File: src/rtl/mau_pkg.sv
// Shared definitions for the load/store sequencer: FSM encoding and read-latency bounds.
package mau_pkg;

  typedef enum logic [2:0] {
    S_IDLE,
    S_RD_LO,
    S_RD_HI,
    S_WR_LO,
    S_WR_HI,
    S_DONE
  } mau_state_e;

  // Supported data_memory read latencies; the wait counter is sized for the maximum.
  localparam int RD_LAT_MIN = 1;
  localparam int RD_LAT_MAX = 3;
  localparam int CNT_W      = 2;

endpackage

File: src/rtl/mau_lat_counter.sv
// Read wait counter: reloaded when a byte read address is issued, and reports
// when the read data has had RD_LAT cycles to arrive.
module mau_lat_counter
  import mau_pkg::*;
#(
  parameter int RD_LAT = 1
) (
  input  logic clk,
  input  logic rst,
  input  logic load_i,
  output logic expired_o
);

  logic [CNT_W-1:0] cnt_q, cnt_d;

  // Reload on a new read, otherwise count down and park at zero.
  always_comb begin
    cnt_d = cnt_q;
    if (load_i)
      cnt_d = CNT_W'(RD_LAT - 1);
    else if (cnt_q != '0)
      cnt_d = cnt_q - CNT_W'(1);
  end

  // Counter register.
  always_ff @(posedge clk) begin
    if (rst) cnt_q <= '0;
    else     cnt_q <= cnt_d;
  end

  // Zero means the current cycle is the last one of the read wait.
  assign expired_o = (cnt_q == '0);

endmodule

File: src/rtl/mem_access_unit.sv
// Load/store sequencer: splits one core request into little-endian byte
// accesses on data_memory, assembles word loads, pulses done on completion.
module mem_access_unit
  import mau_pkg::*;
#(
  parameter int ADDR_W = 16,
  parameter int DATA_W = 16,
  parameter int RD_LAT = 1   // valid range RD_LAT_MIN..RD_LAT_MAX
) (
  input  logic              clk,
  input  logic              rst,
  input  logic              req,
  input  logic              req_we,
  input  logic              req_word,
  input  logic [ADDR_W-1:0] req_addr,
  input  logic [DATA_W-1:0] req_wdata,
  output logic              busy,
  output logic              done,
  output logic [DATA_W-1:0] rdata,
  output logic              mem_write_en,
  output logic [ADDR_W-1:0] mem_addr,
  output logic [DATA_W-1:0] mem_data_in,
  input  logic [7:0]        mem_data_out
);

  mau_state_e        state_q;
  logic              busy_q, done_q, we_q, word_q;
  logic [ADDR_W-1:0] base_q, maddr_q;
  logic [DATA_W-1:0] mdin_q, rdata_q;
  logic [7:0]        whi_q, lo_q;
  logic              lat_load, lat_expired;
  logic [ADDR_W-1:0] next_addr;

  // addr + 1 wraps naturally at the top of the address space.
  assign next_addr = base_q + ADDR_W'(1);

  // The wait counter restarts whenever a byte read address goes out.
  assign lat_load = ((state_q == S_IDLE) && req && !req_we) ||
                    ((state_q == S_RD_LO) && lat_expired && word_q);

  mau_lat_counter #(.RD_LAT(RD_LAT)) u_lat (
    .clk       (clk),
    .rst       (rst),
    .load_i    (lat_load),
    .expired_o (lat_expired)
  );

  // Sequencer FSM with registered memory-side and core-side outputs.
  always_ff @(posedge clk) begin
    if (rst) begin
      state_q <= S_IDLE;
      busy_q  <= 1'b0;
      done_q  <= 1'b0;
      we_q    <= 1'b0;
      word_q  <= 1'b0;
      base_q  <= '0;
      maddr_q <= '0;
      mdin_q  <= '0;
      rdata_q <= '0;
      whi_q   <= '0;
      lo_q    <= '0;
    end else begin
      // Strobes default low so each is a single-cycle pulse.
      done_q <= 1'b0;
      we_q   <= 1'b0;
      case (state_q)
        S_IDLE: begin
          if (req) begin
            busy_q  <= 1'b1;
            word_q  <= req_word;
            base_q  <= req_addr;
            maddr_q <= req_addr;
            whi_q   <= req_wdata[15:8];
            if (req_we) begin
              state_q <= S_WR_LO;
              mdin_q  <= DATA_W'(req_wdata[7:0]);
              we_q    <= 1'b1;
            end else begin
              state_q <= S_RD_LO;
            end
          end
        end
        S_RD_LO: begin
          if (lat_expired) begin
            if (word_q) begin
              lo_q    <= mem_data_out;
              maddr_q <= next_addr;
              state_q <= S_RD_HI;
            end else begin
              rdata_q <= DATA_W'(mem_data_out);
              busy_q  <= 1'b0;
              done_q  <= 1'b1;
              state_q <= S_DONE;
            end
          end
        end
        S_RD_HI: begin
          if (lat_expired) begin
            rdata_q <= DATA_W'({mem_data_out, lo_q});
            busy_q  <= 1'b0;
            done_q  <= 1'b1;
            state_q <= S_DONE;
          end
        end
        S_WR_LO: begin
          if (word_q) begin
            maddr_q <= next_addr;
            mdin_q  <= DATA_W'(whi_q);
            we_q    <= 1'b1;
            state_q <= S_WR_HI;
          end else begin
            busy_q  <= 1'b0;
            done_q  <= 1'b1;
            state_q <= S_DONE;
          end
        end
        S_WR_HI: begin
          busy_q  <= 1'b0;
          done_q  <= 1'b1;
          state_q <= S_DONE;
        end
        // A req seen here is dropped; it is only sampled again in IDLE.
        S_DONE:  state_q <= S_IDLE;
        default: state_q <= S_IDLE;
      endcase
    end
  end

  assign busy         = busy_q;
  assign done         = done_q;
  assign rdata        = rdata_q;
  assign mem_write_en = we_q;
  assign mem_addr     = maddr_q;
  assign mem_data_in  = mdin_q;

endmodule

File: config.mk
export PLATFORM = sky130hd
export DESIGN_NAME = mem_access_unit
export DESIGN_NICKNAME = d
export VERILOG_FILES = /design/src/rtl/mau_pkg.sv /design/src/rtl/mau_lat_counter.sv /design/src/rtl/mem_access_unit.sv
export SDC_FILE = /design/constraint.sdc
export NUM_CORES = 1
export LEC_CHECK = 0
export BUFFER_PORTS_ARGS = -buffer_cell sky130_fd_sc_hd__clkbuf_2
export CORE_MARGIN = 5
export CORE_UTILIZATION = 35
export CTS_CLUSTER_SIZE = 40
export DETAILED_ROUTE_END_ITERATION = 7
export PLACE_DENSITY = 0.67
export SYNTH_ARGS = -nofsm -noshare
export SYNTH_HDL_FRONTEND = slang
export SYNTH_SLANG_ARGS = --single-unit
File: constraint.sdc
create_clock -name clk -period 4.9 [get_ports clk]
set_clock_uncertainty 0.1 [all_clocks]
set_input_delay 0.735 -clock clk [delete_from_list [all_inputs] [get_ports clk]]
set_output_delay 0.735 -clock clk [all_outputs]
set_load 0.02 [all_outputs]
==> flow_summary.ini <==
[setup_path]
critical_path.max_fanout = 26
cp_top_family = simple AND/OR/NAND/NOR gates
path_class = flip-flop to flip-flop
worst-r2r-setup-slack_ns = 2.44
critPathArrivalTime_ns = 2.66
slowest_delay_ns = 0.92
crit_buf_inv = 0
critical_path.cell_chain = nor2_1 -> nand2_1 -> o21ai_0 -> nor2_1
worst_path_most_repeated_cell = nor2_1
crit_path_end_kind = flip-flop
crit_slowest_cell = dfxtp_1
worst-endpoint-required_ns = 5.10
cp-start-kind = flip-flop

[drt]
drcViolationCount = 0
drt-pass1-iter-count = 6
post_drt_wl_per_cell_um = 14.68
via_count = 3541
via_per_inst = 5.207
detail_route.iter0.violations = 197
detail-route-antenna-nets = 0
postRouteWirelength_mm = 9.982

[synth]
synth-seq-area-share_pct = 42.33
synth_cell_types = 57
largest_family_of_logic_cells_by_synthesized_area = simple AND/OR/NAND/NOR gates
synth_compound_gate_area_share_pct = 18.26
synth-xor-area-share_pct = 1.600
synthesis.yosys.warnings = 0
synth.cells.most_frequent = nand2_1 (85), dfxtp_1 (81), nor2_1 (46)
synthDominantAreaCellType = dfxtp_1
post_synth_mux_area_share_pct = 5.813
yosys_most_used_dff = dfxtp_1
synth_fa_ha_area_share_pct = 0.9798
netlist_top_cells_area = dfxtp_1 (42%), nand2_1 (8.3%), a21oi_1 (5.6%)
synthDominantCellAreaShare_pct = 42.33
synth-simple-area-share_pct = 24.10
mapped_area_mm2 = 0.003831
edff_count_synth = 0
mean_syn_cell_area_um2 = 8.169
post_synth_inst_count = 469
ys_seq_elements = 81
async_flop_share_pct = 0
post-synth-top-count-cell = nand2_1

[pwr]
cellInternalPower_mw = 1.351
post-layout-total-power_mw = 2.392
power.share.switching_pct = 43.51
power.static_leakage_nw = 1.770
p_clk_share_pct = 19.0
power.ir.vdd_worst_mv = 0.1736
p_per_area_mw_per_mm2 = 538.5
sequentialPowerShare_pct = 41.2
power.switching_mw = 1.041
combPwrFrac_pct = 39.8

[clocking]
clock_insertion_delay_worst_skew_ns = 0.37
cts-hold-fix-buffers = 0
cts_inserted_buffers = 9
clock-root-buffer = clkbuf_8
cts.sinks = 81
cts.repair_timing.setup_buffer_count = 0
post_cts_resize_count = 0
ctsLongestPathBuffers = 2
clk_transition_reported_paths_ns = 0.09
h_tree_levels = 3
cts_tree = done

[place]
gp_congestion = 0.7883
dp_hpwl_mm = 7.003
detailed_place.area_mm2 = 0.004265
port-buffer-count = 87

[sta]
rsz0062_at_grt = false
max_freq_mhz = 406.7
slew_viol_final = 0
final_min_period_over_clock_period_pct = 50.18
timing.max_slew.rel_slack_pct = 37.30
post-route-min-period_ns = 2.459
setup_viol = 0
worst_slew_pin_slew_ns = 0.9382
final.setup.tns_ns = 0
finalHoldViolations = 0

[floorplanning]
boundaryPins = 96
initial_core_util_pct = 35.50
row_count = 38
fp.coreArea_mm2 = 0.01079
die_w_um = 114.6
die-area_mm2 = 0.01314
fp.dieH_um = 114.6

[final_layout]
syn_to_final_growth_pct = 15.97
final_area_mm2 = 0.004443
post-route-util_pct = 41.17
numnets_final = 583
n_antenna_cell = 0
fraction_of_final_layout_cells_with_drive_strength_greater_than_1_pct = 21.67

[global_route]
vias_in_the_first_global_route = 3334
grt_overflow = 0
grt_antenna_before_repair = 0
groute.usage.overall_pct = 15.00
grt_max_degree = 73
grt_first_pass_wirelength_mm = 16.03

[min_path]
min-delay-path-class = flip-flop to flip-flop

[run_status]
run_status = complete, no violations

[job]
max_cap_viol_count = 0
-- layout by cell type (no fill, tap or decap), types with 3 or more instances in the layout --
cell / instances
clkbuf_2: 87
nand2_1: 85
dfxtp_1: 81
nor2_1: 46
a21oi_1: 43
nand3_1: 30
mux2i_1: 20
o21ai_0: 11
a211oi_1: 10
inv_1: 9
a311oi_1: 9
clkbuf_8: 9
nor4_1: 8
conb_1: 8
nor3_1: 5
nand4_1: 4
xnor2_1: 4
clkinvlp_4: 4
o31ai_1: 3
or3_1: 3
a311o_1: 3
xor2_1: 3
nor2b_1: 3
o221ai_1: 3
ha_1: 3
buf_4: 3
-- per-layer routing --
layer  track usage, %  part of all wire [%]
met4            6.492                   2.2
met2            23.79                    48
met1            19.81                    44
met5                0                     0
met3            2.907                   5.7
-- final cells by class --
cell class / instances / area (um2)
fillers: 1098 / 6350
inverters: 9 / 33.78
multi-input cells: 344 / 1977
clock inverters: 6 / 50.05
flip-flops and latches: 81 / 1622
repair buffers: 90 / 457.9
clock buffers: 10 / 127.6
well taps: 140 / 175.2
-- cell families (layout without fill, tap and decap cells) --
kind of cell	after synthesis	count (layout)
fa+ha+maj	3	3
compound gates	104	104
other cells	1	8
simple gates	200	200
flops	81	81
xor+xnor	7	7
mux	22	22
buf+inv	51	115
-- final timing paths --
path	depth (start not counted)	startpoint	to
max	4	state_q[1]	u_lat.cnt_q[0]
min	2	rdata[12]	rdata[12]
max reg2reg	4	state_q[1]	u_lat.cnt_q[0]
min reg2reg	2	rdata[12]	rdata[12]
-- power by group through the flow --
| stage | clock network (mW) | registers, mW | logic (mW) |
|---|---|---|---|
| 3_3_place_gp | 0 | 0.990 | 0.939 |
| 2_1_floorplan | 0 | 1.04 | 0.668 |
| 6_report | 0.454 | 0.985 | 0.953 |
| 5_1_grt | 0.488 | 1.01 | 1.06 |
| 3_5_place_dp | 0 | 0.998 | 0.959 |
| 4_1_cts | 0.459 | 0.984 | 0.961 |
-- per-stage QoR --
step,hold slack [ns],setup slack (ns),cells
floorplan,0.3369,2.924,476
global placement,0.3382,2.473,664
detailed placement,0.3490,2.428,664
CTS,0.3619,2.459,680
global route,0.3699,2.193,680
finish,0.3567,2.441,680
-- worst reg2reg max path: stages, from the launching register on --
cell,delay [ns]
dfxtp_1,0.92
nor2_1,0.23
nand2_1,0.76
o21ai_0,0.25
nor2_1,0.15
-- state kept, by name (all words and copies together) (netlist names) --
signal        count
base_q           16
busy              1
done              1
lo_q              8
mem_addr         16
mem_data_in       8
mem_write_en      1
rdata            16
state_q           3
u_lat.cnt_q       2
whi_q             8
word_q            1
Power figures use the tool's default switching activity.
